==> config.mk <==
export PLATFORM = sky130hd
export DESIGN_NAME = npu_act_wr_arbiter_flat
export DESIGN_NICKNAME = d
export VERILOG_FILES = /design/src/rtl/npu_act_wr_arbiter_if.sv /design/src/rtl/npu_act_wr_arbiter.sv /design/src/flat_wrapper.sv
export SDC_FILE = /design/constraint.sdc
export NUM_CORES = 1
export LEC_CHECK = 0
export BUFFER_PORTS_ARGS = -buffer_cell sky130_fd_sc_hd__clkbuf_2
export CORE_AREA = 2 2 268 270
export CTS_BUF_LIST = sky130_fd_sc_hd__clkbuf_8
export DETAILED_ROUTE_END_ITERATION = 8
export DIE_AREA = 0 0 270 272
export GPL_ROUTABILITY_DRIVEN = 0
export SKIP_LAST_GASP = 1
export SYNTH_ARGS = -nofsm -noshare
export SYNTH_HDL_FRONTEND = slang
export SYNTH_SLANG_ARGS = --single-unit
export TNS_END_PERCENT = 20
==> constraint.sdc <==
create_clock -name clk -period 7.6 [get_ports clk]
set_input_delay 1.14 -clock clk [delete_from_list [all_inputs] [get_ports clk]]
set_output_delay 1.14 -clock clk [all_outputs]
set_load 0.02 [all_outputs]
==> src/rtl/npu_act_wr_arbiter_if.sv <==
// Activation write bus: 32 neuron request channels plus the shared memory write port.
// master = arbiter side, slave = neurons/memory side.
interface npu_act_wr_arbiter_if #(
    parameter int NUM_CH = 32,
    parameter int ADDR_W = 10,
    parameter int DATA_W = 8
);
    logic [NUM_CH-1:0]        hw_mem_wr;
    logic [NUM_CH*ADDR_W-1:0] hw_mem_wr_addr;
    logic [NUM_CH*DATA_W-1:0] hw_mem_wr_data;
    logic [NUM_CH-1:0]        hw_mem_wr_ack_p;
    logic                     mem_busy;
    logic                     mem_we;
    logic [ADDR_W-1:0]        mem_addr;
    logic [DATA_W-1:0]        mem_wdata;

    modport master (
        input  hw_mem_wr,
        input  hw_mem_wr_addr,
        input  hw_mem_wr_data,
        input  mem_busy,
        output hw_mem_wr_ack_p,
        output mem_we,
        output mem_addr,
        output mem_wdata
    );

    modport slave (
        output hw_mem_wr,
        output hw_mem_wr_addr,
        output hw_mem_wr_data,
        output mem_busy,
        input  hw_mem_wr_ack_p,
        input  mem_we,
        input  mem_addr,
        input  mem_wdata
    );
endinterface

==> src/rtl/npu_act_wr_arbiter.sv <==
// Round-robin arbiter serialising neuron activation writes onto one memory port, with per-layer write counting.
// Optional write-overflow check enabled by defining NPU_ACT_WR_OVF_CHK_EN.
//
// state    | meaning
// ---------+------------------------------------------------------------
// ST_IDLE  | arbitrate; grant when a request is pending and mem_busy=0
// ST_WRITE | one-cycle memory write and ack to the granted channel
module npu_act_wr_arbiter #(
    parameter int NUM_CH = 32,
    parameter int ADDR_W = 10,
    parameter int DATA_W = 8
) (
    input  logic                 clk,
    input  logic                 rst,
    input  logic                 layer_start_p,
    input  logic [15:0]          exp_wr_cnt,
    npu_act_wr_arbiter_if.master bus,
    output logic                 layer_wr_done_p,
    output logic                 wr_ovf_err
);
    localparam int CH_W = (NUM_CH > 1) ? $clog2(NUM_CH) : 1;

    typedef enum logic {
        ST_IDLE  = 1'b0,
        ST_WRITE = 1'b1
    } state_t;

    state_t            state_q, state_d;
    logic [CH_W-1:0]   rr_ptr_q, rr_ptr_d;
    logic [CH_W-1:0]   gnt_idx_q, gnt_idx_d;
    logic [ADDR_W-1:0] addr_q, addr_d;
    logic [DATA_W-1:0] data_q, data_d;
    logic [15:0]       wr_cnt_q, wr_cnt_d;
    logic [15:0]       exp_q, exp_d;
    logic              done_armed_q, done_armed_d;

    logic              win_vld;
    logic [CH_W-1:0]   win_idx;
    logic              is_write;
    logic              done_hit;
    logic [NUM_CH-1:0] ack;

    function automatic logic [CH_W-1:0] wrap_idx(input logic [CH_W-1:0] base, input int off);
        int sum;
        sum = int'(base) + off;
        if (sum >= NUM_CH) begin
            sum = sum - NUM_CH;
        end
        return CH_W'(sum);
    endfunction

    // First pending request at or above rr_ptr, wrapping past the top channel.
    always_comb begin
        win_vld = 1'b0;
        win_idx = '0;
        for (int i = 0; i < NUM_CH; i++) begin
            if (!win_vld && bus.hw_mem_wr[wrap_idx(rr_ptr_q, i)]) begin
                win_vld = 1'b1;
                win_idx = wrap_idx(rr_ptr_q, i);
            end
        end
    end

    always_comb begin
        state_d   = state_q;
        rr_ptr_d  = rr_ptr_q;
        gnt_idx_d = gnt_idx_q;
        addr_d    = addr_q;
        data_d    = data_q;
        case (state_q)
            ST_IDLE: begin
                if (!bus.mem_busy && win_vld) begin
                    state_d   = ST_WRITE;
                    gnt_idx_d = win_idx;
                    addr_d    = bus.hw_mem_wr_addr[ADDR_W*int'(win_idx) +: ADDR_W];
                    data_d    = bus.hw_mem_wr_data[DATA_W*int'(win_idx) +: DATA_W];
                    rr_ptr_d  = (win_idx == CH_W'(NUM_CH-1)) ? '0 : win_idx + 1'b1;
                end
            end
            ST_WRITE: begin
                state_d = ST_IDLE;
            end
            default: begin
                state_d = ST_IDLE;
            end
        endcase
    end

    assign is_write = (state_q == ST_WRITE);
    assign done_hit = done_armed_q && (wr_cnt_q == exp_q);

    // A layer start wins over a coincident write, which then counts as the first write of the new layer.
    always_comb begin
        wr_cnt_d     = wr_cnt_q;
        exp_d        = exp_q;
        done_armed_d = done_armed_q;
        if (layer_start_p) begin
            wr_cnt_d     = is_write ? 16'd1 : 16'd0;
            exp_d        = exp_wr_cnt;
            done_armed_d = 1'b1;
        end else begin
            if (is_write && (wr_cnt_q != 16'hFFFF)) begin
                wr_cnt_d = wr_cnt_q + 16'd1;
            end
            if (done_hit) begin
                done_armed_d = 1'b0;
            end
        end
    end

    always_ff @(posedge clk or negedge rst) begin
        if (!rst) begin
            state_q      <= ST_IDLE;
            rr_ptr_q     <= '0;
            gnt_idx_q    <= '0;
            addr_q       <= '0;
            data_q       <= '0;
            wr_cnt_q     <= '0;
            exp_q        <= '0;
            done_armed_q <= 1'b0;
        end else begin
            state_q      <= state_d;
            rr_ptr_q     <= rr_ptr_d;
            gnt_idx_q    <= gnt_idx_d;
            addr_q       <= addr_d;
            data_q       <= data_d;
            wr_cnt_q     <= wr_cnt_d;
            exp_q        <= exp_d;
            done_armed_q <= done_armed_d;
        end
    end

    always_comb begin
        ack = '0;
        if (is_write) begin
            ack[gnt_idx_q] = 1'b1;
        end
    end

    assign bus.hw_mem_wr_ack_p = ack;
    assign bus.mem_we          = is_write;
    assign bus.mem_addr        = addr_q;
    assign bus.mem_wdata       = data_q;
    assign layer_wr_done_p     = done_hit;

`ifdef NPU_ACT_WR_OVF_CHK_EN
    logic wr_ovf_err_q, wr_ovf_err_d;

    // Sticky across layers; only reset clears it.
    always_comb begin
        wr_ovf_err_d = wr_ovf_err_q;
        if (is_write && !done_armed_q && (wr_cnt_q >= exp_q)) begin
            wr_ovf_err_d = 1'b1;
        end
    end

    always_ff @(posedge clk or negedge rst) begin
        if (!rst) begin
            wr_ovf_err_q <= 1'b0;
        end else begin
            wr_ovf_err_q <= wr_ovf_err_d;
        end
    end

    assign wr_ovf_err = wr_ovf_err_q;
`else
    assign wr_ovf_err = 1'b0;
`endif
endmodule

==> src/flat_wrapper.sv <==
// flat-port wrapper written by rule: the top's interface ports become plain ports
module npu_act_wr_arbiter_flat 
#(
    parameter int NUM_CH = 32,
    parameter int ADDR_W = 10,
    parameter int DATA_W = 8
)
  (clk, rst, layer_start_p, exp_wr_cnt, layer_wr_done_p, wr_ovf_err, bus_hw_mem_wr, bus_hw_mem_wr_addr, bus_hw_mem_wr_data, bus_mem_busy, bus_hw_mem_wr_ack_p, bus_mem_we, bus_mem_addr, bus_mem_wdata);
  npu_act_wr_arbiter_if #(.NUM_CH(NUM_CH), .ADDR_W(ADDR_W), .DATA_W(DATA_W)) bus_i ();
  input  logic clk;
  input  logic rst;
  input  logic layer_start_p;
  input  logic [15:0] exp_wr_cnt;
  output logic layer_wr_done_p;
  output logic wr_ovf_err;
  input wire logic [$bits(bus_i.hw_mem_wr)-1:0] bus_hw_mem_wr;
  input wire logic [$bits(bus_i.hw_mem_wr_addr)-1:0] bus_hw_mem_wr_addr;
  input wire logic [$bits(bus_i.hw_mem_wr_data)-1:0] bus_hw_mem_wr_data;
  input wire logic [$bits(bus_i.mem_busy)-1:0] bus_mem_busy;
  output wire logic [$bits(bus_i.hw_mem_wr_ack_p)-1:0] bus_hw_mem_wr_ack_p;
  output wire logic [$bits(bus_i.mem_we)-1:0] bus_mem_we;
  output wire logic [$bits(bus_i.mem_addr)-1:0] bus_mem_addr;
  output wire logic [$bits(bus_i.mem_wdata)-1:0] bus_mem_wdata;
  assign bus_i.hw_mem_wr = bus_hw_mem_wr;
  assign bus_i.hw_mem_wr_addr = bus_hw_mem_wr_addr;
  assign bus_i.hw_mem_wr_data = bus_hw_mem_wr_data;
  assign bus_i.mem_busy = bus_mem_busy;
  assign bus_hw_mem_wr_ack_p = bus_i.hw_mem_wr_ack_p;
  assign bus_mem_we = bus_i.mem_we;
  assign bus_mem_addr = bus_i.mem_addr;
  assign bus_mem_wdata = bus_i.mem_wdata;
  npu_act_wr_arbiter #(.NUM_CH(NUM_CH), .ADDR_W(ADDR_W), .DATA_W(DATA_W)) u_core (.clk(clk), .rst(rst), .layer_start_p(layer_start_p), .exp_wr_cnt(exp_wr_cnt), .bus(bus_i), .layer_wr_done_p(layer_wr_done_p), .wr_ovf_err(wr_ovf_err));
endmodule
==> flow_metrics.py <==
metrics = {
    "yosys": {
        "netlist_area_mm2": 0.0147,
        "ys.flop_type": "dfrtp_1",
        "ys_ff_latch": 62,
        "ys_async_sr_fraction": 1.00,
        "synth_top_area_frac": 0.221,
        "synth_top_cell_by_area": "mux2i_1",
        "synth_fp_nets": 2257,
        "ys_top_cells_by_area": "mux2i_1 (22%), mux4_2 (17%), dfrtp_1 (11%)",
        "yosys_warnings": 0,
        "yosysSeqAreaShare": 0.106,
        "synth-edff-count": 0,
        "ys_types": 97,
        "netlist_instances": 1614,
        "avgSynthCellArea_um2": 9.10,
    },
    "critical_path": {
        "path_delay_family": "multiplexers",
        "crit_slowest_cell": "or4_1",
        "path_buf_inv": 4,
        "critPathMostFrequentCell": "buf_4",
        "criticalPathCategory": "reg2reg",
        "cp-start-kind": "register",
        "endpoint_kind": "register",
        "cp_data_required_time_ns": 7.91,
        "critPathMaxFanout": 41,
        "worstPathCellList": "buf_4 > mux2_2 > mux2_2 > mux4_2 > mux2i_4 > nand3_1 > or4_1 > or4_1 > o311ai_1 > a21oi_1 > o21ai_1 > a21bo_4 > buf_12 > mux2i_1 > buf_4 > mux2i_1 > o22ai_1 > buf_4 > o41ai_2",
        "cp.arrival_ns": 7.59,
        "slowest_delay_ns": 0.83,
    },
    "die": {
        "die_w_um": 270,
        "core_mm2": 0.0708,
        "start_util": 0.208,
        "die_h_um": 272,
        "dieArea_mm2": 0.0734,
        "ios": 681,
        "row_count": 98,
    },
    "clock_network": {
        "cts_resized": 0,
        "cts_buffers": 9,
        "cts_setup_buffers": 0,
        "cts.root.buffer_cell": "clkbuf_8",
        "cts_tree": "yes",
        "cts_buffer_depth": 2,
        "htreeDepth": 3,
        "path_clk_slew_ns": 0.09,
        "clock_sinks": 62,
        "cts_hold_buffers": 0,
        "insertion_delay_ns": 0.41,
    },
    "timing": {
        "rsz0062_at_grt": "no",
        "worstMarginPinSlew_ns": 1.23,
        "finalSetupTns_ns": 0,
        "min_period_over_period": 0.957,
        "fin_skew_ns": 0.0187,
        "max_freq_mhz": 137,
        "hold_viol_final": 0,
        "finalCriticalPeriod_ns": 7.27,
        "relSlewSlack": 0.177,
        "finalSetupViolCount": 0,
        "maxSlewViolCount": 0,
    },
    "grt": {
        "grt_pass1_vias": 16400,
        "grt_pass1_wl_um": 123000,
        "antenna_found_initial": 44,
        "grt_overflow": 0,
        "grt_max_degree": 68,
        "grt_usage": 0.236,
    },
    "cells_and_area": {
        "multi_input_area_mm2": 0.0124,
        "drive_above_1_share": 0.476,
        "seq_area_mm2": 0.00156,
        "final_nets": 2957,
        "fillers": 7638,
        "post-route-util": 0.285,
        "area_growth_pct": 37.0,
    },
    "routing": {
        "vias": 17400,
        "vias_per_cell": 5.27,
        "drt-initial-drc-count": 1770,
        "wl_per_cell_um": 27.7,
        "antenna_left": 0,
        "drc": 0,
        "dr.pass1.iters": 8,
        "routed_wirelength_um": 91100,
    },
    "run_status": {
        "status": "complete, no violations",
    },
    "flow_run": {
        "drv_cap": 0,
    },
    "placement": {
        "port_buffers": 679,
        "hpwl_um": 77000,
    },
    "worst_hold_path": {
        "hold_path.class": "reg2reg",
    },
}
-- path summary, 6_finish.rpt --
path                                    startpoint                 endpoint  slack [ns]  depth (start not counted)
hold reg to reg            u_core.bus.mem_wdata[7]  u_core.bus.mem_wdata[7]        0.48                          2
max in group asynchronous                      rst       u_core.rr_ptr_q[1]        5.89                          2
setup / recovery                u_core.rr_ptr_q[0]  u_core.bus.mem_wdata[6]        0.33                         19
hold / removal             u_core.bus.mem_wdata[7]  u_core.bus.mem_wdata[7]        0.48                          2
min in group asynchronous                      rst          u_core.exp_q[8]        0.95                          2
setup reg to reg                u_core.rr_ptr_q[0]  u_core.bus.mem_wdata[6]        0.33                         19
-- cell usage after synthesis (all sizes together), types with 16 or more instances --
cell,count
mux2,117
nor3,18
nand2,120
nand3,24
mux2i,325
a211oi,26
xnor2,48
clkbuf,44
buf,81
inv,20
o41ai,19
dfrtp,62
a21oi,42
mux4,108
o22ai,63
a211o,21
or3,16
nor2,135
o21ai,82
-- kinds of logic after synthesis --
family,after synthesis,synth area share
adders and majority gates,15,0.0128
muxes,550,0.478
buffers and inverters,148,0.0494
other,1,0.000255
xor gates and xnor gates,59,0.0357
AOI/OAI and AO/OA,357,0.176
and+or+nand+nor,422,0.143
DFF,62,0.106
-- placed cells by master (no fill, tap or decap), types with 7 or more instances in the layout --
cell	netlist	final
dfrtp_1	62	61
mux2_2	113	113
nor2b_1	10	10
clkbuf_2	1	678
buf_4	17	122
buf_12	0	13
mux2i_1	324	324
inv_1	16	16
o211ai_1	14	14
nand2b_1	11	11
mux4_2	108	108
xnor2_1	47	47
o21a_1	7	7
nand3b_1	9	9
clkbuf_8	0	9
a22oi_1	8	8
a211oi_1	25	25
and2_1	11	11
o21ai_0	79	79
o41ai_2	18	18
and3_1	8	8
nor4_1	8	8
nand4_1	15	15
nand3_1	23	23
a211o_1	21	21
a21boi_0	8	8
nor3_1	16	16
o22ai_1	63	63
xor2_1	11	11
nor2_1	135	135
or3_1	16	16
a21oi_1	40	40
diode_2	0	22
ha_1	15	15
nand2_1	120	120
-- per-stage QoR --
step	hold slack, ns	setup WS [ns]	std cells	instance area (µm²)
6_report	0.485	0.325	3291	20100
3_5_place_dp	0.462	0.421	3253	19800
3_3_place_gp	0.468	0.522	3253	19800
2_1_floorplan	0.494	0.741	1614	14700
5_1_grt	0.503	0.0708	3291	20100
4_1_cts	0.492	0.413	3269	20100
-- tightest hold or removal path, cell delays in order (launching register included) --
cell and delay [ns]:
dfrtp_1 0.35, nand2_1 0.06, o41ai_2 0.05
-- sequential cells by signal (all words and copies together) (netlist names) --
register	flops
u_core.rr_ptr_q	5
u_core.exp_q	16
u_core.gnt_idx_q	5
u_core.done_armed_q	1
u_core.bus.mem_wdata	8
u_core.bus.mem_we	1
u_core.bus.mem_addr	10
u_core.wr_cnt_q	16
-- area by class of cell --
type / instances / share of cell area
multi-input combinational: 1404 / 0.618
clock inverter: 7 / 0.00516
sequential: 62 / 0.0773
tap: 950 / 0.0590
antenna: 22 / 0.00273
clock buffer: 9 / 0.00615
inverter: 23 / 0.00429
timing repair buffer: 814 / 0.227
-- metal layers --
| layer | vias up | GRT usage | routed length (µm) |
|---|---|---|---|
| li1 | 7745 | - | - |
| met1 | 8332 | 0.307 | 38000 |
| met2 | 1064 | 0.345 | 39600 |
| met3 | 202 | 0.0440 | 6800 |
| met4 | 10 | 0.179 | 6650 |
| met5 | - | 0 | 65 |
Power is left out: the tool's default activity adds up to more than one toggle a clock period on the data nets, which glitch-free logic cannot reach.
